--- src/rtl/mc_main_control.sv ---
// ---------------------------------------------------------------------------
// mc_main_control
//   Multi-cycle main control FSM for the MIPS datapath. Decodes the opcode
//   held in the instruction register, sequences every datapath enable and mux
//   select cycle by cycle, produces the 2-bit ALUop for the downstream ALU
//   function decoder, stalls on the memory-ready handshake and counts retired
//   instructions.
//
// Ports
//   clk         : system clock, rising edge
//   rst         : asynchronous active-high reset
//   Op          : opcode field of the instruction register (valid from DECODE)
//   mem_ready   : memory completes the current access this cycle
//   MemWrite    : memory write strobe
//   IorD        : memory address select (0 PC, 1 ALUOut)
//   IRWrite     : instruction register load
//   PCWrite     : unconditional PC load
//   Branch      : PC load if Zero (beq)
//   BranchNe    : PC load if !Zero (bne)
//   RegDst      : write register select (0 rt, 1 rd)
//   MemtoReg    : write-back data select (0 ALUOut, 1 memory data)
//   RegWrite    : register file write
//   ALUSrcA     : ALU A select (0 PC, 1 regA)
//   ALUSrcB     : ALU B select (00 regB, 01 4, 10 imm, 11 imm<<2)
//   PCSrc       : next PC select (00 ALU, 01 ALUOut, 10 jump target)
//   ALUop       : 00 add, 01 sub, 10 use funct, 11 slt
//   illegal_op  : one-cycle pulse on an unknown opcode in DECODE
//   state_dbg   : current state encoding
//   instr_cnt   : retired instruction count, wraps modulo 2^CNT_W
// ---------------------------------------------------------------------------
module mc_main_control #(
    parameter int          CNT_W   = 32,
    parameter logic [5:0]  OP_LW   = 6'b100011,
    parameter logic [5:0]  OP_SW   = 6'b101011,
    parameter logic [5:0]  OP_R    = 6'b000000,
    parameter logic [5:0]  OP_BEQ  = 6'b000100,
    parameter logic [5:0]  OP_BNE  = 6'b000101,
    parameter logic [5:0]  OP_ADDI = 6'b001000,
    parameter logic [5:0]  OP_SLTI = 6'b001010,
    parameter logic [5:0]  OP_J    = 6'b000010
) (
    input  logic             clk,
    input  logic             rst,
    input  logic [5:0]       Op,
    input  logic             mem_ready,
    output logic             MemWrite,
    output logic             IorD,
    output logic             IRWrite,
    output logic             PCWrite,
    output logic             Branch,
    output logic             BranchNe,
    output logic             RegDst,
    output logic             MemtoReg,
    output logic             RegWrite,
    output logic             ALUSrcA,
    output logic [1:0]       ALUSrcB,
    output logic [1:0]       PCSrc,
    output logic [1:0]       ALUop,
    output logic             illegal_op,
    output logic [3:0]       state_dbg,
    output logic [CNT_W-1:0] instr_cnt
);

    typedef enum logic [3:0] {
        S_FETCH   = 4'd0,
        S_DECODE  = 4'd1,
        S_MEMADR  = 4'd2,
        S_MEMRD   = 4'd3,
        S_MEMWB   = 4'd4,
        S_MEMWR   = 4'd5,
        S_EXECUTE = 4'd6,
        S_ALUWB   = 4'd7,
        S_BRANCH  = 4'd8,
        S_IMMEX   = 4'd9,
        S_IMMWB   = 4'd10,
        S_JUMP    = 4'd11
    } state_t;

    state_t           state_q, state_d;
    logic [5:0]       op_q, op_d;
    logic [CNT_W-1:0] cnt_q, cnt_d;
    logic             retire;

    // Write-type strobes are produced here ungated and masked by reset below,
    // so nothing that changes architectural state can fire while rst is high.
    logic memWriteRaw, irWriteRaw, pcWriteRaw, regWriteRaw;
    logic branchRaw, branchNeRaw, illegalRaw;

    always_ff @(posedge clk or posedge rst) begin
        if (rst) begin
            state_q <= S_FETCH;
            op_q    <= '0;
            cnt_q   <= '0;
        end else begin
            state_q <= state_d;
            op_q    <= op_d;
            cnt_q   <= cnt_d;
        end
    end

    always_comb begin
        state_d     = state_q;
        op_d        = op_q;
        retire      = 1'b0;
        memWriteRaw = 1'b0;
        irWriteRaw  = 1'b0;
        pcWriteRaw  = 1'b0;
        regWriteRaw = 1'b0;
        branchRaw   = 1'b0;
        branchNeRaw = 1'b0;
        illegalRaw  = 1'b0;
        IorD        = 1'b0;
        RegDst      = 1'b0;
        MemtoReg    = 1'b0;
        ALUSrcA     = 1'b0;
        ALUSrcB     = 2'b00;
        PCSrc       = 2'b00;
        ALUop       = 2'b00;

        unique case (state_q)
            S_FETCH: begin
                ALUSrcB = 2'b01;
                // IR load and PC+4 commit only once memory returns the word
                irWriteRaw = mem_ready;
                pcWriteRaw = mem_ready;
                if (mem_ready) begin
                    state_d = S_DECODE;
                end
            end
            S_DECODE: begin
                // Branch target PC + (imm<<2) is precomputed into ALUOut here
                ALUSrcB = 2'b11;
                op_d    = Op;
                case (Op)
                    OP_LW, OP_SW:     state_d = S_MEMADR;
                    OP_R:             state_d = S_EXECUTE;
                    OP_BEQ, OP_BNE:   state_d = S_BRANCH;
                    OP_ADDI, OP_SLTI: state_d = S_IMMEX;
                    OP_J:             state_d = S_JUMP;
                    default: begin
                        state_d    = S_FETCH;
                        illegalRaw = 1'b1;
                    end
                endcase
            end
            S_MEMADR: begin
                ALUSrcA = 1'b1;
                ALUSrcB = 2'b10;
                state_d = (op_q == OP_LW) ? S_MEMRD : S_MEMWR;
            end
            S_MEMRD: begin
                IorD = 1'b1;
                if (mem_ready) begin
                    state_d = S_MEMWB;
                end
            end
            S_MEMWB: begin
                MemtoReg    = 1'b1;
                regWriteRaw = 1'b1;
                retire      = 1'b1;
                state_d     = S_FETCH;
            end
            S_MEMWR: begin
                IorD        = 1'b1;
                memWriteRaw = 1'b1;
                if (mem_ready) begin
                    retire  = 1'b1;
                    state_d = S_FETCH;
                end
            end
            S_EXECUTE: begin
                ALUSrcA = 1'b1;
                ALUop   = 2'b10;
                state_d = S_ALUWB;
            end
            S_ALUWB: begin
                RegDst      = 1'b1;
                regWriteRaw = 1'b1;
                retire      = 1'b1;
                state_d     = S_FETCH;
            end
            S_BRANCH: begin
                ALUSrcA     = 1'b1;
                ALUop       = 2'b01;
                PCSrc       = 2'b01;
                branchRaw   = (op_q == OP_BEQ);
                branchNeRaw = (op_q == OP_BNE);
                retire      = 1'b1;
                state_d     = S_FETCH;
            end
            S_IMMEX: begin
                ALUSrcA = 1'b1;
                ALUSrcB = 2'b10;
                ALUop   = (op_q == OP_SLTI) ? 2'b11 : 2'b00;
                state_d = S_IMMWB;
            end
            S_IMMWB: begin
                regWriteRaw = 1'b1;
                retire      = 1'b1;
                state_d     = S_FETCH;
            end
            S_JUMP: begin
                PCSrc      = 2'b10;
                pcWriteRaw = 1'b1;
                retire     = 1'b1;
                state_d    = S_FETCH;
            end
            default: begin
                // Encodings 12-15 are never entered normally; recover quietly
                state_d = S_FETCH;
            end
        endcase

        cnt_d = retire ? (cnt_q + CNT_W'(1)) : cnt_q;
    end

    assign MemWrite   = memWriteRaw & ~rst;
    assign IRWrite    = irWriteRaw  & ~rst;
    assign PCWrite    = pcWriteRaw  & ~rst;
    assign RegWrite   = regWriteRaw & ~rst;
    assign Branch     = branchRaw   & ~rst;
    assign BranchNe   = branchNeRaw & ~rst;
    assign illegal_op = illegalRaw  & ~rst;

    assign state_dbg  = state_q;
    assign instr_cnt  = cnt_q;

endmodule

--- config.mk ---
export PLATFORM = sky130hd
export DESIGN_NAME = mc_main_control
export DESIGN_NICKNAME = d
export VERILOG_FILES = /design/src/rtl/mc_main_control.sv
export SDC_FILE = /design/constraint.sdc
export NUM_CORES = 1
export LEC_CHECK = 0
export ABC_AREA = 1
export CORE_UTILIZATION = 55
export CTS_CLUSTER_SIZE = 25
export DETAILED_ROUTE_END_ITERATION = 8
export PLACE_DENSITY_LB_ADDON = 0.08
export SLEW_MARGIN = 40
export SYNTH_ARGS = -nofsm -noshare
export SYNTH_HDL_FRONTEND = slang
export SYNTH_SLANG_ARGS = --single-unit
--- constraint.sdc ---
create_clock -name clk -period 5.3 [get_ports clk]
set_input_delay 1.06 -clock clk [delete_from_list [all_inputs] [get_ports clk]]
set_output_delay 1.06 -clock clk [all_outputs]
set_load 0.01 [all_outputs]
== Word-level counts from Yosys, hierarchy flattened ==
Cells that the tools add are included.

* Bitwise logic cells: 8
* Equal/unequal tests: 25
* Multiplexer cells: 24
* Add/subtract/negate cells: 1
* Reduce and logical (&&, ||, !) cells: 12

{| class="wikitable"
|+ Operator list
! cell !! count
|-
| $add 32x1->32 const B || 1
|-
| $pmux 4 s7 || 1
|-
| $eq 6x3->1 const B || 4
|-
| $pmux 4 s5 || 1
|-
| $eq 6x4->1 const B || 3
|-
| $eq 6x6->1 const B || 3
|-
| $eq 4x3->1 const B || 4
|-
| $eq 4x4->1 const B || 4
|-
| $mux 1 || 12
|-
| $mux 4 || 3
|-
| $pmux 2 s3 || 2
|-
| $reduce_or 2->1 || 5
|-
| $eq 4x2->1 const B || 2
|-
| $reduce_or 8->1 || 1
|-
| $and 1x1->1 || 7
|-
| $eq 6x2->1 const B || 1
|-
| $logic_not 6->1 || 1
|-
| $ne 2x2->1 const B || 3
|-
| $reduce_or 5->1 || 1
|-
| $eq 4x1->1 const B || 1
|-
| $logic_not 4->1 || 1
|-
| $pmux 1 s2 || 2
|-
| $pmux 2 s2 || 1
|-
| $reduce_or 4->1 || 1
|-
| 5 further kinds || 5
|}

* Flip-flop bits (word level): 42
* Logic and storage cells: 73

== Logic depth before layout (Yosys ltp) ==
* Word-level depth: 5
* Mapped depth: 10
* Depth with buffers taken out: 10

== Least setup slack after synthesis ==
Ideal clock, no wire load.

* Path type: input to output
* From: input port rst
* To: output port PCWrite
* Buffers on the path: 0
* Data required time: 4240 ps
* Setup slack: 2007 ps
* Cell stages on the path: 3
* Arrival time: 2233 ps
* Cell sequence: inv_1 > nand2_1 > o21ai_0

* Word-level cells in the longest chain between the ends: 2

{| class="wikitable"
|+ RTL lines
! what !! line !! text
|-
| start, declared || 43 || <nowiki>input logic rst,</nowiki>
|-
| $not 1->1 || 219 || <nowiki>assign PCWrite = pcWriteRaw & ~rst;</nowiki>
|-
| $and 1x1->1 || 219 ||
|-
| end, declared || 49 || <nowiki>output logic PCWrite,</nowiki>
|}

No other way between the ends.

== Final worst setup path ==
* From: input port Op[3]
* To: output port illegal_op

* Word-level cells in the longest chain between the ends: 5

{| class="wikitable"
|+ RTL lines
! what !! line !! text
|-
| start, declared || 44 || <nowiki>input logic [5:0] Op,</nowiki>
|-
| $eq 6x2->1, or another cell as far along || 134 || <nowiki>case (Op)</nowiki>
|-
| $reduce_or 8->1 (no line) (*) || - ||
|-
| $mux 1 (*) || 134 ||
|-
| $mux 1 (*) || 120 || <nowiki>unique case (state_q)</nowiki>
|-
| $and 1x1->1 (*) || 223 || <nowiki>assign illegal_op = illegalRaw & ~rst;</nowiki>
|-
| end, declared || 59 || <nowiki>output logic illegal_op,</nowiki>
|}

Every way passes the cells marked *; elsewhere a longest branch is shown, timed or not.

==> results.json <==
{
  "yosys.area.top_type_share": 0.3797,
  "totalWireLength_um": 6822,
  "io_pins": 62,
  "fin_tns_setup_ps": 0,
  "yosys.area.top_type": "dfrtp_1",
  "post_dp_cell_area_um2": 3433,
  "finalSetupViolCount": 0,
  "clock_latency_ps": 290,
  "grt_use_total": 0.2702,
  "synth_area_um2": 2768,
  "hold_viol": 0,
  "leakagePower_nw": 1.605,
  "clock_path_buffers": 2,
  "nets": 506,
  "slew_violations": 0,
  "hpwl_um": 5192,
  "finalCritPeriodShare": 0.7192,
  "root_buffer": "clkbuf_8",
  "place_congestion": 0.9222,
  "crit_family": "buffers and inverters",
  "pwr-share-comb": 0.412,
  "cts_sinks": 42,
  "dp_cells": 556,
  "switching_share": 0.4024,
  "cp_data_arrival_time_ps": 2750,
  "ant_nets": 0,
  "power.internal_mw": 0.6522,
  "via_per_inst": 5.158,
  "use_met1": 0.3817,
  "synth_warnings": 0,
  "status": "finished, final reports clean",
  "hp-class": "reg2reg",
  "cts_tree": "done",
  "syn_avg_cell_area_um2": 6.407,
  "finalNonFillerCells": 564,
  "required_ps": 4240,
  "final_area_um2": 3536,
  "whs_ps": 523.8,
  "start_util": 0.5783,
  "dr.pass1.iters": 5,
  "slew_headroom": 0.6474,
  "peakVddDrop_mv": 0.2153,
  "syn_inst": 432,
  "clk_pin_slew_worst_paths_ps": 70,
  "post_drt_wl_per_cell_um": 12.10,
  "rows": 25,
  "p_clk_frac": 0.196,
  "io_buffers": 61,
  "grt-ovfl-total": 0,
  "multi_input_area_um2": 1485,
  "nFillCells": 400,
  "die_w_um": 72.94,
  "synth_area_leaders": "dfrtp_1, nand2_1, nor2_1",
  "cp_cell_sequence": "clkdlybuf4s50_1 > nor2_1 > nor2_1 > nand3_1 > nand2_1 > inv_1 > nand3_1 > nor3_1 > clkdlybuf4s50_1",
  "synth_nets": 442,
  "min_period_ps": 3812,
  "gr-usage-met3": 0.04282,
  "rsz0062_at_grt": "false",
  "cts_resized": 0,
  "drt_iter0_markers": 212,
  "vias": 2909,
  "end_kind": "output port",
  "ys_types": 24,
  "seq_area_frac_synth": 0.3797,
  "areaGrowthSynthToFinish_pct": 27.76,
  "final_layout_size_suffix_gt1_frac": 0.04628,
  "grt_pass1_vias": 2507,
  "die_y_um": 72.94,
  "seq_power_share": 0.393,
  "antenna_cells": 0,
  "fmaxAchievable_mhz": 262.3,
  "post_cts_buffers": 0,
  "grt_max_degree": 43,
  "synth_seq_cells": 42,
  "cts-htree-levels": 2,
  "cp_max_fo": 4,
  "cellPowerDensity_nw_per_um2": 308.7,
  "grt_pass1_wl_um": 11100,
  "top_usage_layer": "met2",
  "antenna_found_initial": 0,
  "core-area_um2": 4786,
  "max_stage_delay_ps": 560,
  "tightest_slew_ps": 528.9,
  "seqCellArea_um2": 1051,
  "drc": 0,
  "cts_hold_buf": 0,
  "skew_ps": 5.667,
  "gr-usage-met2": 0.4434,
  "critPathBufInv": 3,
  "slowest_stage": "clkdlybuf4s50_1",
  "cp-start-kind": "input port",
  "cap_violations": 0,
  "switching_power_mw": 0.4392,
  "die_area_um2": 5320,
  "path_class": "in2out",
  "cts_buffers": 5
}
==> cell type report <==
class / count / share of cell area
multi-input combinational: 331 / 0.4200
tap: 67 / 0.02371
inverter: 54 / 0.05732
timing repair buffer: 62 / 0.1748
clock buffer: 6 / 0.02335
sequential: 42 / 0.2972
clock inverter: 2 / 0.003539
==> flip-flops by register name, summed over array words and instances (netlist names) <==
| register | count |
|---|---|
| op_q | 6 |
| state_dbg | 4 |
| instr_cnt | 32 |
==> metal layers <==
layer / up-vias / wire length [µm]
li1: 1468 / -
met1: 1340 / 3277
met2: 96 / 3148
met3: 5 / 354
met4: 0 / 42
met5: - / 0
==> cell usage in the layout (no fill, tap or decap), drive strengths merged, types with 5 or more instances in the layout <==
master         count
xnor2              9
nand2            179
clkbuf             6
nor2              74
nand4             10
o21ai             14
nor3               8
inv               54
clkdlybuf4s50     61
dfrtp             42
xor2               5
nand3             25
==> kinds of logic after synthesis <==
kind of cell             Yosys count  share of synthesized area
AND/OR/NAND/NOR                  299                     0.4516
buffers and inverters             59                    0.08635
flip-flops                        42                     0.3797
AO/OA/AOI/OAI                     17                    0.03074
XOR/XNOR                          14                    0.04702
adder cells (fa/ha/maj)            1                   0.004520
==> power by group through the flow <==
stage / sequential (mW) / combinational, mW / clock, mW
after CTS: 0.427 / 0.446 / 0.218
after global placement: 0.432 / 0.433 / 0
final: 0.428 / 0.449 / 0.214
after detailed placement: 0.433 / 0.444 / 0
after floorplan: 0.434 / 0.272 / 0
after global routing: 0.434 / 0.496 / 0.229
==> worst min-delay path, delay by kind of cell (launching register included) <==
family           cells  cell delay, ps
flip-flops           1             380
AND/OR/NAND/NOR      2             110
==> stage by stage <==
| step | utilization | power, mW | setup slack, ps |
|---|---|---|---|
| 6_report | 0.7388 | 1.091 | 1488 |
| 5_1_grt | 0.7388 | 1.159 | 1365 |
| 4_1_cts | 0.7373 | 1.091 | 1496 |
| 3_5_place_dp | 0.7174 | 0.8769 | 1494 |
| 3_3_place_gp | 0.7174 | 0.8648 | 1559 |
| 2_1_floorplan | - | 0.7057 | 2007 |
==> cell usage after synthesis <==
library cell	number
a21oi_1	3
buf_2	2
buf_4	2
buf_6	1
dfrtp_1	42
ha_1	1
inv_1	52
inv_2	2
nand2_1	177
nand2_2	2
nand3_1	23
nand3_2	2
nand3b_1	1
nand4_1	10
nor2_1	67
nor2_2	3
nor2_4	4
nor3_1	8
nor4_1	2
o21ai_0	11
o21ai_1	3
xnor2_1	9
xor2_1	4
xor2_2	1
==> path summary, 6_finish.rpt <==
check                              from       endpoint  slack (ps)  cells after the start
setup / recovery                  Op[3]     illegal_op        1490                      9
hold / removal                  op_q[4]        op_q[4]         520                      2
setup reg to reg           state_dbg[1]   instr_cnt[2]        3310                      7
hold reg to reg                 op_q[4]        op_q[4]         520                      2
max in group asynchronous           rst  instr_cnt[14]        3460                      3
min in group asynchronous           rst   state_dbg[0]        1480                      3
Note: power is estimated with default switching activity, not from simulation.
